## src/rtl/mux4_rr_arbiter_pkg.sv

```systemverilog
// Shared types and constants for the 4-way round-robin mux-select arbiter.
package mux4_rr_arbiter_pkg;

    typedef enum logic {
        ST_IDLE  = 1'b0,
        ST_GRANT = 1'b1
    } state_t;

    localparam logic [1:0] SEL_A = 2'b00;
    localparam logic [1:0] SEL_B = 2'b01;
    localparam logic [1:0] SEL_C = 2'b10;
    localparam logic [1:0] SEL_D = 2'b11;

    function automatic logic [3:0] onehot4(input logic [1:0] idx);
        onehot4 = 4'b0001 << idx;
    endfunction

endpackage

```

## src/rtl/mux4_rr_arbiter_if.sv

```systemverilog
// Request/grant bundle between four requesters and the arbiter driving the mux selects.
interface mux4_rr_arbiter_if #(
    parameter int CW = 8
);
    logic [3:0]    req;
    logic [3:0]    gnt;
    logic          s0;
    logic          s1;
    logic          valid;
    logic [CW-1:0] hold_cnt;

    modport master (output req, input gnt, s0, s1, valid, hold_cnt);
    modport slave  (input req, output gnt, s0, s1, valid, hold_cnt);
endinterface

```

## src/rtl/mux4_rr_arbiter_rr_pick4.sv

```systemverilog
// Combinational round-robin picker: first set request at or after start, with wrap.
module rr_pick4 (
    input  logic [3:0] req,
    input  logic [1:0] start,
    output logic [1:0] idx,
    output logic       found
);
    logic [7:0] doubled;
    logic [3:0] rotated;
    logic [1:0] offset;

    // rotated[i] is request (start + i) mod 4, so bit 0 has highest priority.
    assign doubled = {req, req};
    assign rotated = doubled[start +: 4];

    always_comb begin
        offset = '0;
        for (int i = 3; i >= 0; i--) begin
            if (rotated[i]) offset = 2'(i);
        end
    end

    assign found = |rotated;
    assign idx   = start + offset;

endmodule

```

## src/rtl/mux4_rr_arbiter.sv

```systemverilog
// Round-robin arbiter with tenure limit, driving the 4:1 mux selects and a valid strobe.
module mux4_rr_arbiter
    import mux4_rr_arbiter_pkg::*;
#(
    parameter int MAX_HOLD = 4,
    parameter int CW       = 8
) (
    input  logic             clk,
    input  logic             rst_n,
    mux4_rr_arbiter_if.slave bus
);
    localparam logic [CW-1:0] HOLD_LAST = CW'(MAX_HOLD - 1);

    state_t        state, state_nx;
    logic [1:0]    ptr, ptr_nx;
    logic [1:0]    sel, sel_nx;
    logic [3:0]    gnt, gnt_nx;
    logic [CW-1:0] hold_cnt, hold_nx;

    logic [1:0]    start;
    logic [1:0]    pick_idx;
    logic          pick_found;
    logic          others;
    logic          expired;
    logic          release_now;

    // While granted, the search starts just past the owner so the owner comes last.
    assign start = (state == ST_GRANT) ? sel + 2'd1 : ptr;

    rr_pick4 u_pick (
        .req   (bus.req),
        .start (start),
        .idx   (pick_idx),
        .found (pick_found)
    );

    assign others      = |(bus.req & ~gnt);
    assign expired     = (hold_cnt == HOLD_LAST);
    assign release_now = !bus.req[sel] || (expired && others);

    always_comb begin
        // NOTE: every next-state signal gets a default first so no path infers a latch.
        state_nx = state;
        ptr_nx   = ptr;
        sel_nx   = sel;
        gnt_nx   = gnt;
        hold_nx  = hold_cnt;
        unique case (state)
            ST_IDLE: begin
                if (pick_found) begin
                    state_nx = ST_GRANT;
                    sel_nx   = pick_idx;
                    gnt_nx   = onehot4(pick_idx);
                    hold_nx  = '0;
                end
            end
            ST_GRANT: begin
                if (release_now) begin
                    ptr_nx  = sel + 2'd1;
                    hold_nx = '0;
                    if (pick_found) begin
                        sel_nx = pick_idx;
                        gnt_nx = onehot4(pick_idx);
                    end else begin
                        state_nx = ST_IDLE;
                        gnt_nx   = '0;
                    end
                end else if (!expired) begin
                    hold_nx = hold_cnt + CW'(1);
                end
            end
            default: state_nx = ST_IDLE;
        endcase
    end

    always_ff @(posedge clk or negedge rst_n) begin
        if (!rst_n) begin
            state    <= ST_IDLE;
            ptr      <= '0;
            sel      <= SEL_A;
            gnt      <= '0;
            hold_cnt <= '0;
        end else begin
            // NOTE: non-blocking so every flop samples the pre-edge values.
            state    <= state_nx;
            ptr      <= ptr_nx;
            sel      <= sel_nx;
            gnt      <= gnt_nx;
            hold_cnt <= hold_nx;
        end
    end

    assign bus.gnt      = gnt;
    assign bus.s1       = sel[1];
    assign bus.s0       = sel[0];
    assign bus.valid    = (state == ST_GRANT);
    assign bus.hold_cnt = hold_cnt;

endmodule

```

## src/flat_wrapper.sv

```systemverilog
// flat-port wrapper written by rule: the top's interface ports become plain ports
module mux4_rr_arbiter_flat import mux4_rr_arbiter_pkg::*;
#(
    parameter int MAX_HOLD = 4,
    parameter int CW       = 8
)
  (clk, rst_n, bus_req, bus_gnt, bus_s0, bus_s1, bus_valid, bus_hold_cnt);
  mux4_rr_arbiter_if #(.CW(CW)) bus_i ();
  input  logic clk;
  input  logic rst_n;
  input wire logic [$bits(bus_i.req)-1:0] bus_req;
  output wire logic [$bits(bus_i.gnt)-1:0] bus_gnt;
  output wire logic [$bits(bus_i.s0)-1:0] bus_s0;
  output wire logic [$bits(bus_i.s1)-1:0] bus_s1;
  output wire logic [$bits(bus_i.valid)-1:0] bus_valid;
  output wire logic [$bits(bus_i.hold_cnt)-1:0] bus_hold_cnt;
  assign bus_i.req = bus_req;
  assign bus_gnt = bus_i.gnt;
  assign bus_s0 = bus_i.s0;
  assign bus_s1 = bus_i.s1;
  assign bus_valid = bus_i.valid;
  assign bus_hold_cnt = bus_i.hold_cnt;
  mux4_rr_arbiter #(.MAX_HOLD(MAX_HOLD), .CW(CW)) u_core (.clk(clk), .rst_n(rst_n), .bus(bus_i));
endmodule
```

## config.mk

```make
export PLATFORM = sky130hd
export DESIGN_NAME = mux4_rr_arbiter_flat
export DESIGN_NICKNAME = d
export VERILOG_FILES = /design/src/rtl/mux4_rr_arbiter_pkg.sv /design/src/rtl/mux4_rr_arbiter_if.sv /design/src/rtl/mux4_rr_arbiter_rr_pick4.sv /design/src/rtl/mux4_rr_arbiter.sv /design/src/flat_wrapper.sv
export SDC_FILE = /design/constraint.sdc
export NUM_CORES = 1
export LEC_CHECK = 0
export BUFFER_PORTS_ARGS = -buffer_cell sky130_fd_sc_hd__buf_2
export CORE_MARGIN = 3
export CORE_UTILIZATION = 45
export DETAILED_ROUTE_END_ITERATION = 12
export PLACE_DENSITY = 0.76
export SLEW_MARGIN = 10
export SYNTH_ARGS = -nofsm -noshare
export SYNTH_HDL_FRONTEND = slang
export SYNTH_SLANG_ARGS = --single-unit
```

## constraint.sdc

```tcl
create_clock -name clk -period 4.22 [get_ports clk]
set_input_delay 0.211 -clock clk [delete_from_list [all_inputs] [get_ports clk]]
set_output_delay 0.211 -clock clk [all_outputs]
set_load 0.05 [all_outputs]
```

After elaboration in Yosys (flattened, before gate mapping) --
Cells that the tools add are included.
Word-level totals: flip-flop bits (word level) 17, input bits 6, output and inout port bits 15, logic and storage cells 47
Cells by class: add/sub/neg operators 3, order comparisons 1, equal/unequal tests 4, shift-type cells 2, multiplexer cells 21, bitwise logic cells 3, reduce and logical (&&, ||, !) cells 8
Operator list (number):
- two-way mux 8 bit | 3
- case mux 8 bit (2 select lines) | 1
- two-way mux 2 bit | 7
- two-way mux 4 bit | 3
- adder 8 x 1 -> 8 bit (second input constant) | 1
- == test 8 x 2 -> 1 bit (second input constant) | 1
- case mux 4 bit (2 select lines) | 1
- OR reduction 4 bit | 2
- indexed part select 8 x 3 -> 4 bit | 1
- AND reduction 2 bit | 3
- AND 4 bit | 1
- inverter 4 bit | 1
- case mux 2 bit (2 select lines) | 1
- << shifter 1 x 2 -> 4 bit (first input constant) | 1
- less-than comparator 2 x 3 -> 1 bit (second input constant) | 1
- two-way mux 1 bit | 3
- inequality test 3 bit (second input constant) | 1
- adder 2 x 1 -> 2 bit (second input constant) | 1
- adder 2 bit | 1
- binary-select mux 1 bit (select 2 bit) | 1
- inequality test 2 x 1 -> 1 bit (second input constant) | 1
- inequality test 2 bit (second input constant) | 1
- case mux 1 bit (2 select lines) | 1
- logical AND 1 bit | 1
- 3 further kinds | 3

Depth between registers and ports, before layout --
Gate-level depths: netlist (run 1).
depth after elaboration 12, mapped depth 11, mapped depth without buffers 10

By module --
A second synthesis (run 1) with hierarchy kept.
Unflattened totals: cell total of the unflattened synthesis 114, area total of the unflattened synthesis 1117.3 sq um
By module, submodules not included:
- mux4_rr_arbiter | instances 1, cells each 92, area an instance 955.9 sq um, seq. area each 425.4 sq um
- rr_pick4 | instances 1, cells each 22, area an instance 161.4 sq um, seq. area each 0.0 sq um

Worst setup path before layout (run 1) --
OpenSTA, ideal clock, no wires.
kind flip-flop to flip-flop, start reg u_core.sel[1], end reg u_core.gnt[2], in the netlist u_core.bus.gnt[2], setup time 95 ps, arrival 2481 ps, required time 4125 ps, setup slack 1644 ps, cell stages (with the launch flop) 11, path buffers 1, clock period less this slack 2576 ps, cell sequence dfrtp_1 buf_2 xor2_1 a21oi_1 a21o_1 a21oi_1 o22a_1 ha_1 xnor2_1 nor3_1 o31ai_1
On the way: cells in the longest elaborated chain, start to end 12, elaborated cells between the ends (all ways) 21, classes of those cells 2 x add/sub; 2 x eq/ne; 2 x shift; 11 x mux; 4 x reduce/logical
RTL lines:
- start, declared | RTL line mux4_rr_arbiter.sv:16 | logic [1:0] sel, sel_nx;
- start signal, assigned | RTL line mux4_rr_arbiter.sv:87 | sel <= sel_nx;
- adder 2 x 1 -> 2 bit | RTL line mux4_rr_arbiter.sv:28 | assign start = (state == ST_GRANT) ? sel + 2'd1 : ptr;
- two-way mux 2 bit | RTL line mux4_rr_arbiter.sv:28
- indexed part select 8 x 3 -> 4 bit | RTL line mux4_rr_arbiter_rr_pick4.sv:14 | assign rotated = doubled[start +: 4];
- two-way mux 2 bit (4 in series) | RTL line mux4_rr_arbiter_rr_pick4.sv:19 | if (rotated[i]) offset = 2'(i);
- adder 2 bit | RTL line mux4_rr_arbiter_rr_pick4.sv:24 | assign idx = start + offset;
- << shifter 1 x 2 -> 4 bit | RTL line mux4_rr_arbiter_pkg.sv:15 | onehot4 = 4'b0001 << idx;
- two-way mux 4 bit | RTL line mux4_rr_arbiter.sv:61 | if (pick_found) begin
- two-way mux 4 bit | RTL line mux4_rr_arbiter.sv:58 | if (release_now) begin
- case mux 4 bit (2 select lines) | RTL line mux4_rr_arbiter.sv:48 | unique case (state)
- end signal, assigned | RTL line mux4_rr_arbiter.sv:88 | gnt <= gnt_nx;
- end, declared | RTL line mux4_rr_arbiter.sv:17 | logic [3:0] gnt, gnt_nx;
Several ways; a longest one is shown, not always the timed one. The select of a mux whose other input is x is not followed. A chain may end at the register's enable or synchronous reset.

Worst setup path in the final report (run 1) --
start reg u_core.state, in the netlist u_core.bus.valid, end reg u_core.gnt[2], in the netlist u_core.bus.gnt[2]
On the way: cells in the longest elaborated chain, start to end 11, elaborated cells between the ends (all ways) 17, classes of those cells 1 x add/sub; 2 x eq/ne; 2 x shift; 9 x mux; 1 x bitwise; 2 x reduce/logical
RTL lines:
- start, declared | RTL line mux4_rr_arbiter.sv:14 | state_t state, state_nx;
- start signal, assigned | RTL line mux4_rr_arbiter.sv:85 | state <= state_nx;
- two-way mux 2 bit | RTL line mux4_rr_arbiter.sv:28
- indexed part select 8 x 3 -> 4 bit | RTL line mux4_rr_arbiter_rr_pick4.sv:14
- two-way mux 2 bit (4 in series) | RTL line mux4_rr_arbiter_rr_pick4.sv:19
- adder 2 bit | RTL line mux4_rr_arbiter_rr_pick4.sv:24
- << shifter 1 x 2 -> 4 bit | RTL line mux4_rr_arbiter_pkg.sv:15
- two-way mux 4 bit | RTL line mux4_rr_arbiter.sv:61
- two-way mux 4 bit | RTL line mux4_rr_arbiter.sv:58
- case mux 4 bit (2 select lines) | RTL line mux4_rr_arbiter.sv:48
Several ways; a longest one is shown, not always the timed one. The select of a mux whose other input is x is not followed.

==> flow_summary.yaml, run 1 <==
floorplan:
  io_pins: 21
  die_h_um: 58.8
  core_area_um2: 2570
  start_util: 0.489
  die_area_um2: 3460
  dieWidth_um: 58.8
  fp-row-count: 18
yosys:
  synth.area.top_cells: "dfrtp_1 (34%), a21oi_1 (4.4%), o21ai_0 (3.6%)"
  synth.distinct_cells: 45
  yosysMostFrequentCell: "dfrtp_1"
  synth-seq-cells: 17
  synth_warnings: 0
  synth_fp_nets: 149
  syn_area_um2: 1260
  synth_top_area_cell: "dfrtp_1"
  async_flop_share: 1.00
  ys_seq_area_frac: 0.339
  synth_area_per_cell_um2: 8.91
  synthCells: 141
  synth_common_cells: "dfrtp_1 (17), nor2_1 (12), a21oi_1 (11)"
  synthFlopType: "dfrtp_1"
  synth-edff-count: 0
  synth_top_area_share: 0.339
placed_design:
  place_congestion: 0.889
  numPortBuffers: 20
  place_hpwl_um: 2200
timing:
  relSlewSlack: 0.564
  finalHoldViolCount: 0
  fin_skew_ns: 0.00162
  min_period_over_period: 0.653
  rsz0062_at_grt: "no"
  fin_tns_setup_ns: 0
  worst_slew_pin_slew_ns: 0.638
  slew_viol_final: 0
  fmax_mhz: 363
  fin_crit_ns: 2.76
  setup_viol: 0
pwr:
  vdd_drop_max_v: 0.000430
  power.leakage_nw: 0.585
  power.density_nw_per_um2: 714
drt:
  num_vias: 1166
  via_per_inst: 6.17
  ant_nets: 0
  drt_iter0_markers: 52
  drc: 0
  routed_wl_um: 2940
  routedWlPerCell_um: 15.5
  drt_pre_antenna_iters: 4
global_route:
  grt_pass1_wl_um: 5360
  grt_max_degree: 20
  grt_pass1_vias: 1135
  antenna_found_initial: 0
  grt_overflow: 0
  track_usage: 0.202
critical_path:
  rr_startpoint: "u_core.bus.valid$_DFF_PN0_"
  arrival_ns: 2.98
  crit_start: "u_core.bus.valid$_DFF_PN0_"
  critPathMaxFanout: 19
  r2r_cells: 9
  cpPeakStageDelay_ns: 0.74
  path_cells: "nor2b_1, a21oi_1, a21o_1, a21oi_1, o22a_1, ha_1, xnor2_1, nor3_1, o31ai_1"
  cp_num_buf_inv: 0
  r2r_setup_slack_ns: 1.46
  crit_type: "reg -> reg"
  cp_common_cell: "a21oi_1"
  rr_endpoint: "u_core.bus.gnt[2]$_DFFE_PN0P_"
  endpoint_kind: "flip-flop"
  cp.required_ns: 4.44
  cp-start-kind: "flip-flop"
  crit_family: "compound AO/OA/AOI/OAI gates"
  critPathSlowestCell: "dfrtp_1"
finish:
  postLayoutCoreUtil: 0.539
  multi_input_area_um2: 744
  fillerInstances: 251
  fin_nets: 168
  drive_gt1_frac: 0.239
  n_antenna_cell: 0
  syn2layout_area_growth_pct: 10.3
  register_area_um2: 425
clock_tree:
  cts_root_buf: "clkbuf_4"
  cts_tree: "yes"
  cts.sinks: 17
  clock_latency_ns: 0.31
  post_cts_resized: 0
  htreeDepth: 1
  numCtsBuffers: 3
  cts_max_path_buffers: 2
  clk_pin_slew_ns: 0.11
  cts_setup_buffers: 0
worst_hold_path:
  hp-class: "in -> async"
job:
  cap_viol_max_count: 0
outcome:
  run_status: "finished, final reports clean"
[cell families after synthesis]
family                     synth area share
adders and majority gates            0.0199
xor gates and xnor gates             0.0488
buffers and inverters                0.0687
AOI/OAI and AO/OA                     0.285
and+or+nand+nor                       0.196
muxes                                0.0428
DFF                                   0.339
[final cells by class]
class	count	area share
Clock buffer	3	0.0163
Clock inverter	1	0.00542
Inverter	10	0.0271
Multi-Input combinational cell	107	0.537
Sequential cell	17	0.307
Tap cell	30	0.0271
Timing Repair Buffer	21	0.0795
[layer usage]
metal | global-route usage | up-vias | routed length, um
li1 | - | 561 | -
met1 | 0.301 | 556 | 1340
met2 | 0.289 | 44 | 1370
met3 | 0.0263 | 5 | 177
met4 | 0.0939 | 0 | 46
met5 | 0 | - | 0
[sequential cells by signal (all words and copies together) (netlist names)]
name,count
u_core.bus.gnt,4
u_core.bus.hold_cnt,8
u_core.bus.valid,1
u_core.ptr,2
u_core.sel,2
[worst max path at each step]
stage	endpoint	slack, ns	cells past startpoint
after global placement	u_core.bus.gnt[2]$_DFFE_PN0P_	1.64	9
final	u_core.bus.gnt[2]$_DFFE_PN0P_	1.46	9
after detailed placement	u_core.bus.gnt[0]$_DFFE_PN0P_	1.54	9
after CTS	u_core.bus.gnt[2]$_DFFE_PN0P_	1.48	9
after global routing	u_core.bus.gnt[2]$_DFFE_PN0P_	1.10	9
after floorplan	u_core.bus.gnt[2]$_DFFE_PN0P_	1.64	10
[timing repair]
action	in CTS	in global routing
hold buffers	1	0
endpoints found under the setup margin	0	0
endpoints found under the hold margin	17	0
[power breakdown]
group          total, mW  leakage (nW)  internal (mW)  switching (mW)
clock network     0.0991        0.0139         0.0362          0.0629
registers          0.279         0.218          0.210          0.0685
logic              0.611         0.354          0.216           0.395
total              0.989         0.585          0.463           0.526
[metrics by stage]
step                cell area (um2)  hold WS [ns]  cells  total power, mW  setup slack (ns)
floorplan                      1260       -0.0846    141            0.767              1.64
global placement               1350         0.150    184            0.868              1.64
detailed placement             1350         0.161    184            0.887              1.54
CTS                            1390         0.350    189            0.989              1.48
global route                   1390         0.361    189             1.08              1.10
finish                         1390         0.331    189            0.989              1.46
[cell usage in the layout, fill, tap and decap left out, types with 3 or more instances in the layout]
cell type,n
buf_2,20
dfrtp_1,17
nor2_1,12
a21oi_1,11
inv_1,10
nand2_1,9
o21ai_0,9
nand3_1,6
o31ai_1,5
nor3_1,4
xnor2_1,4
xor2_1,3
nand2b_1,3
o2111ai_1,3
clkbuf_4,3
No activity file was read; power rests on OpenSTA's default activity.
==> run 2: changes to the inputs <==
ABC_AREA = 1   (was default)
clock period = 2.8 ns   (was 4.22 ns; I/O delays follow)
==> run 2 against run 1 <==
Effect of this change:
- cell count up 29%
- flip-flop and latch count unchanged
- synthesized cell count up 35%
- routed wire length down 2.5%
- setup slack worse by 1.0 ns
- critical path depth up 6
- die area up 2.3%
- combinational power up 110%
==> flow_summary.yaml, run 2 <==
outcome:
  run_status: "finished, final reports clean"
yosys:
  synth_common_cells: "nand2_1 (66), nand3_1 (27), dfrtp_1 (17)"
  synth_top_area_share: 0.330
  synth-seq-cells: 17
  synth.distinct_cells: 23
  synth_fp_nets: 198
  synthFlopType: "dfrtp_1"
  synth-edff-count: 0
  syn_area_um2: 1290
  synth.area.top_cells: "dfrtp_1 (33%), nand2_1 (19%), nand3_1 (10%)"
  ys_seq_area_frac: 0.330
  async_flop_share: 1.00
  synth_warnings: 0
  synth_area_per_cell_um2: 6.78
  yosysMostFrequentCell: "nand2_1"
  synth_top_area_cell: "dfrtp_1"
  synthCells: 190
clock_tree:
  htreeDepth: 1
  cts_root_buf: "clkbuf_4"
  numCtsBuffers: 3
  cts_setup_buffers: 0
  clk_pin_slew_ns: 0.11
  post_cts_resized: 0
  cts.sinks: 17
  hold_buffers: 1
  cts_max_path_buffers: 2
  clock_latency_ns: 0.29
  cts_tree: "yes"
drt:
  ant_nets: 0
  drt_pre_antenna_iters: 4
  num_vias: 1255
  drc: 0
  routed_wl_um: 2860
  routedWlPerCell_um: 11.8
  via_per_inst: 5.16
  drt_iter0_markers: 45
timing:
  min_period_over_period: 0.850
  rsz0062_at_grt: "no"
  worst_slew_pin_slew_ns: 0.519
  fin_skew_ns: 0.00676
  finalHoldViolCount: 0
  fin_tns_setup_ns: 0
  fmax_mhz: 420
  relSlewSlack: 0.654
  setup_viol: 0
  slew_viol_final: 0
  fin_crit_ns: 2.38
finish:
  largest_registers: "u_core.bus.hold_cnt: 8 flops, u_core.bus.gnt: 4 flops"
  fillerInstances: 256
  layout_common_cells: "nand2_1 (66), nand3_1 (27), buf_2 (20)"
  mostFrequentLayoutCell: "nand2_1"
  syn2layout_area_growth_pct: 11.6
  n_antenna_cell: 0
  top_register: "u_core.bus.hold_cnt"
  largest_reg_flops: 8
  fin_nets: 222
  finalNonFillerCells: 243
  drive_gt1_frac: 0.230
critical_path:
  cpPeakStageDelay_ns: 0.68
  endpoint_kind: "flip-flop"
  r2r_cells: 15
  cp.required_ns: 3.02
  critPathMaxFanout: 16
  cp-start-kind: "flip-flop"
  rr_startpoint: "u_core.bus.valid$_DFF_PN0_"
  r2r_setup_slack_ns: 0.42
  rr_endpoint: "u_core.sel[1]$_DFFE_PN0P_"
  critPathSlowestCell: "dfrtp_1"
  crit_type: "reg -> reg"
  arrival_ns: 2.60
  cp_common_cell: "nand2_1"
  path_cells: "inv_2, nand2_2, nand2_1, nand2_1, nand2_1, nand2_1, nand2_1, a21oi_1, nor2_1, ha_1, xnor2_1, inv_1, nand3_1, nand2_2, o21ai_0"
floorplan:
  core_area_um2: 2590
  dieWidth_um: 59.5
  die_area_um2: 3540
  io_pins: 21
  die_h_um: 59.5
  start_util: 0.498
  fp-row-count: 18
placed_design:
  dpl.cell_count: 238
  place_hpwl_um: 2190
  numPortBuffers: 20
  place_congestion: 0.867
global_route:
  antenna_found_initial: 0
  track_usage: 0.175
  grt_pass1_wl_um: 4760
  grt_overflow: 0
  grt_max_degree: 18
  grt_pass1_vias: 1020
pwr:
  power.density_nw_per_um2: 1290
  internal-power_uw: 764
  sw_frac_of_total: 0.586
  power.leakage_nw: 0.814
  vdd_drop_max_v: 0.000891
  seq_power_share: 0.228
  p_clk_frac: 0.073
  combPwrFrac: 0.699
  p_switching_mw: 1.08
job:
  cap_viol_max_count: 0
worst_hold_path:
  hp-class: "in -> async"
## run 2: changes by cell type in the layout (fill, tap and decap cells not counted), sizes merged, moves of 3 or more
cell	previous run	this run
a21oi	11	4
nand2	10	84
inv	10	17
nand2b	3	0
o2111ai	4	0
o32ai	3	0
nand4	0	3
nand3	6	28
or3	3	0
o31ai	5	0
## run 2: critical path, delay by kind of cell, from the launching register on
| family | cells | cell delay [ns] |
|---|---|---|
| adders and majority gates | 1 | 0.18 |
| xor gates and xnor gates | 1 | 0.21 |
| AOI/OAI and AO/OA | 2 | 0.27 |
| and+or+nand+nor | 9 | 0.74 |
| buffers and inverters | 2 | 0.23 |
| DFF | 1 | 0.68 |
## run 2: final cells by class
cell class / count / area (um2) / share of cell area
inverters: 17 / 63.8 / 0.0444
repair buffers: 21 / 110 / 0.0766
clock buffers: 3 / 22.5 / 0.0157
well taps: 30 / 37.5 / 0.0261
multi-input cells: 154 / 773 / 0.538
flip-flops and latches: 17 / 425 / 0.296
clock inverters: 1 / 5.00 / 0.00348
## run 2: layer usage
metal  up-vias  wire length, um  GRT usage
li1        659                -          -
met1       569             1520      0.273
met2        27             1220      0.250
met3         0              125     0.0392
met4         0                0     0.0190
met5         -                0          0
## run 2: through the flow
stage	setup slack [ns]	area (um2)	util	total power [mW]	hold slack [ns]
after CTS	0.439	1440	0.555	1.84	0.292
after global placement	0.544	1400	0.541	1.70	0.0840
final	0.420	1440	0.555	1.85	0.280
after global routing	0.155	1440	0.555	2.04	0.307
after floorplan	0.535	1290	-	1.47	-0.156
after detailed placement	0.466	1400	0.541	1.70	0.0864
## run 2: cells by family after synthesis
logic type,synth area share
AND/OR/NAND/NOR,0.477
buffers and inverters,0.0699
flip-flops,0.330
AO/OA/AOI/OAI,0.0631
XOR/XNOR,0.0408
adder cells (fa/ha/maj),0.0194
## run 2: worst max-delay path by stage
stage | startpoint | end | slack [ns]
6_report | u_core.bus.valid$_DFF_PN0_ | u_core.sel[1]$_DFFE_PN0P_ | 0.42
5_1_grt | u_core.bus.valid$_DFF_PN0_ | u_core.bus.gnt[3]$_DFFE_PN0P_ | 0.15
4_1_cts | u_core.bus.valid$_DFF_PN0_ | u_core.sel[1]$_DFFE_PN0P_ | 0.44
3_5_place_dp | u_core.bus.valid$_DFF_PN0_ | u_core.sel[1]$_DFFE_PN0P_ | 0.47
3_3_place_gp | u_core.bus.valid$_DFF_PN0_ | u_core.bus.gnt[3]$_DFFE_PN0P_ | 0.54
2_1_floorplan | u_core.bus.valid$_DFF_PN0_ | u_core.bus.gnt[1]$_DFFE_PN0P_ | 0.54
## run 2: power groups by stage
| stage | Clock [mW] | Combinational (mW) | Sequential [mW] |
|---|---|---|---|
| finish | 0.135 | 1.29 | 0.422 |
| global route | 0.151 | 1.46 | 0.434 |
| CTS | 0.136 | 1.29 | 0.420 |
| detailed placement | 0 | 1.28 | 0.424 |
| global placement | 0 | 1.27 | 0.425 |
| floorplan | 0 | 0.886 | 0.583 |
==> run 3: changes to the inputs <==
clock period = 2.3 ns   (was 2.8 ns; I/O delays follow)
==> run 3 against run 2 <==
Effect of this change:
- clock skew up 0.0037 ns
- combinational power grew 25%
- worst hold slack got worse by 0.016 ns
- register-to-register slack lost 0.24 ns
- cell count rose by 1.2%
- flip-flop and latch count is the same
- first-iteration DRC count is 18% higher
- maximum frequency rose by 12%
==> flow_summary.yaml, run 3 (same netlist as run 2, synthesis figures left out) <==
outcome:
  run_status: "finished, final reports clean"
global_route:
  grt_max_degree: 18
  antenna_found_initial: 0
  use_met3: 0.0414
  grt_util_met2: 0.261
  track_usage: 0.173
  use_met1: 0.259
  grt_pass1_wl_um: 4840
  grt_pass1_vias: 1098
  busiest_layer: "met2"
  grt_overflow: 0
critical_path:
  cp-start-kind: "flip-flop"
  rr_startpoint: "u_core.bus.valid$_DFF_PN0_"
  crit_type: "reg -> reg"
  cp.required_ns: 2.52
  r2r_setup_slack_ns: 0.18
  critPathMaxFanout: 6
  endpoint_kind: "flip-flop"
  r2r_cells: 13
  path_cells: "buf_4, or2_2, nand2_2, nand2_1, nand2_1, a21oi_1, nor2_1, ha_1, xnor2_2, inv_1, nand3_1, nand2_2, o21ai_0"
  arrival_ns: 2.34
  cpPeakStageDelay_ns: 0.44
  rr_endpoint: "u_core.bus.gnt[3]$_DFFE_PN0P_"
  crit_start: "u_core.bus.valid$_DFF_PN0_"
  critPathSlowestCell: "dfrtp_2"
  worstSetupEndpoint: "u_core.bus.gnt[3]$_DFFE_PN0P_"
finish:
  largest_registers: "u_core.bus.hold_cnt: 8 flops, u_core.bus.gnt: 4 flops"
  layout_common_cells: "nand2_1 (66), nand3_1 (27), buf_2 (20)"
  drive_gt1_frac: 0.255
  top_register: "u_core.bus.hold_cnt"
  mostFrequentLayoutCell: "nand2_1"
  fin_nets: 225
  design_area_um2: 1470
  largest_reg_flops: 8
  n_antenna_cell: 0
  syn2layout_area_growth_pct: 14.1
timing:
  fin_skew_ns: 0.0104
  worst_slew_pin_slew_ns: 0.388
  slew_viol_final: 0
  min_period_over_period: 0.921
  fin_tns_setup_ns: 0
  finalHoldViolCount: 0
  setup_viol: 0
  hold_slack_ns: 0.264
  relSlewSlack: 0.741
  setup_ws_ns: 0.182
  fmax_mhz: 472
  rsz0062_at_grt: "no"
  fin_crit_ns: 2.12
placed_design:
  place_area_um2: 1420
  dpl_worst_slack_ns: 0.158
  numPortBuffers: 20
  place_congestion: 0.854
  place_hpwl_um: 2180
floorplan:
  io_pins: 21
  core_area_um2: 2590
  fp-row-count: 18
  die_area_um2: 3540
  die_h_um: 59.5
  dieWidth_um: 59.5
  start_util: 0.498
clock_tree:
  clk_pin_slew_ns: 0.10
  clock_latency_ns: 0.29
  cts_tree: "yes"
  htreeDepth: 1
  numCtsBuffers: 3
  cts_max_path_buffers: 2
  cts_root_buf: "clkbuf_4"
  cts.sinks: 17
worst_hold_path:
  hp-class: "in -> async"
drt:
  drt_pre_antenna_iters: 4
  routed_wl_um: 2770
  ant_nets: 0
  drt_iter0_markers: 53
  routedWlPerCell_um: 11.3
  via_per_inst: 4.98
  drc: 0
  num_vias: 1224
pwr:
  vdd_drop_max_v: 0.000967
  power.leakage_nw: 0.830
  power.density_nw_per_um2: 1540
job:
  cap_viol_max_count: 0
-- run 3: cell count changes in the layout (fill, tap and decap cells not counted) --
cell     before  now
dfrtp_2       0    2
dfrtp_1      17   15
xnor2_1       3    2
buf_4         0    3
xnor2_2       0    1
-- run 3: final cells by class --
type | instances | area (um2)
tap | 30 | 37.5
fill | 249 | 1120
clock inverter | 1 | 5.00
sequential | 17 | 428
inverter | 17 | 63.8
multi-input combinational | 154 | 781
timing repair buffer | 24 | 133
clock buffer | 3 | 22.5
-- run 3: critical path: cells and delay by family, from the launching register on --
kind / cells / cell delay (ns)
fa+ha+maj: 1 / 0.19
flops: 1 / 0.44
simple gates: 7 / 0.84
compound gates: 2 / 0.23
xor+xnor: 1 / 0.13
buf+inv: 2 / 0.22
-- run 3: what timing repair did --
action / 4_1_cts / 5_1_grt
hold endpoints to repair: 17 / 0
setup buffers: 0 / 1
setup endpoints to repair: 0 / 5
hold buffers: 1 / 0
resized for setup: 0 / 3
-- run 3: how the worst min path moves through the flow --
stage,startpoint,to
2_1_floorplan,rst_n,u_core.bus.gnt[0]$_DFFE_PN0P_
3_5_place_dp,rst_n,u_core.bus.hold_cnt[5]$_DFFE_PN0P_
5_1_grt,rst_n,u_core.bus.hold_cnt[3]$_DFFE_PN0P_
4_1_cts,rst_n,u_core.bus.hold_cnt[3]$_DFFE_PN0P_
6_report,rst_n,u_core.bus.hold_cnt[3]$_DFFE_PN0P_
3_3_place_gp,rst_n,u_core.bus.hold_cnt[5]$_DFFE_PN0P_
-- run 3: per-layer routing --
layer | vias up | wire, um
met5 | - | 0
met4 | 0 | 0
met3 | 0 | 162
met2 | 20 | 1160
met1 | 537 | 1450
li1 | 667 | -
-- run 3: report_power, final --
part | internal [mW] | switching, mW | total, mW | leakage [nW]
clock | 0.0647 | 0.0933 | 0.158 | 0.0177
combinational | 0.500 | 1.11 | 1.61 | 0.595
sequential | 0.400 | 0.102 | 0.502 | 0.218
-- run 3: through the flow --
stage | cells | power (mW) | utilization
5_1_grt | 246 | 2.53 | 0.568
4_1_cts | 245 | 2.25 | 0.561
6_report | 246 | 2.27 | 0.568
3_5_place_dp | 240 | 2.08 | 0.546
2_1_floorplan | 190 | 1.79 | -
3_3_place_gp | 240 | 2.07 | 0.546
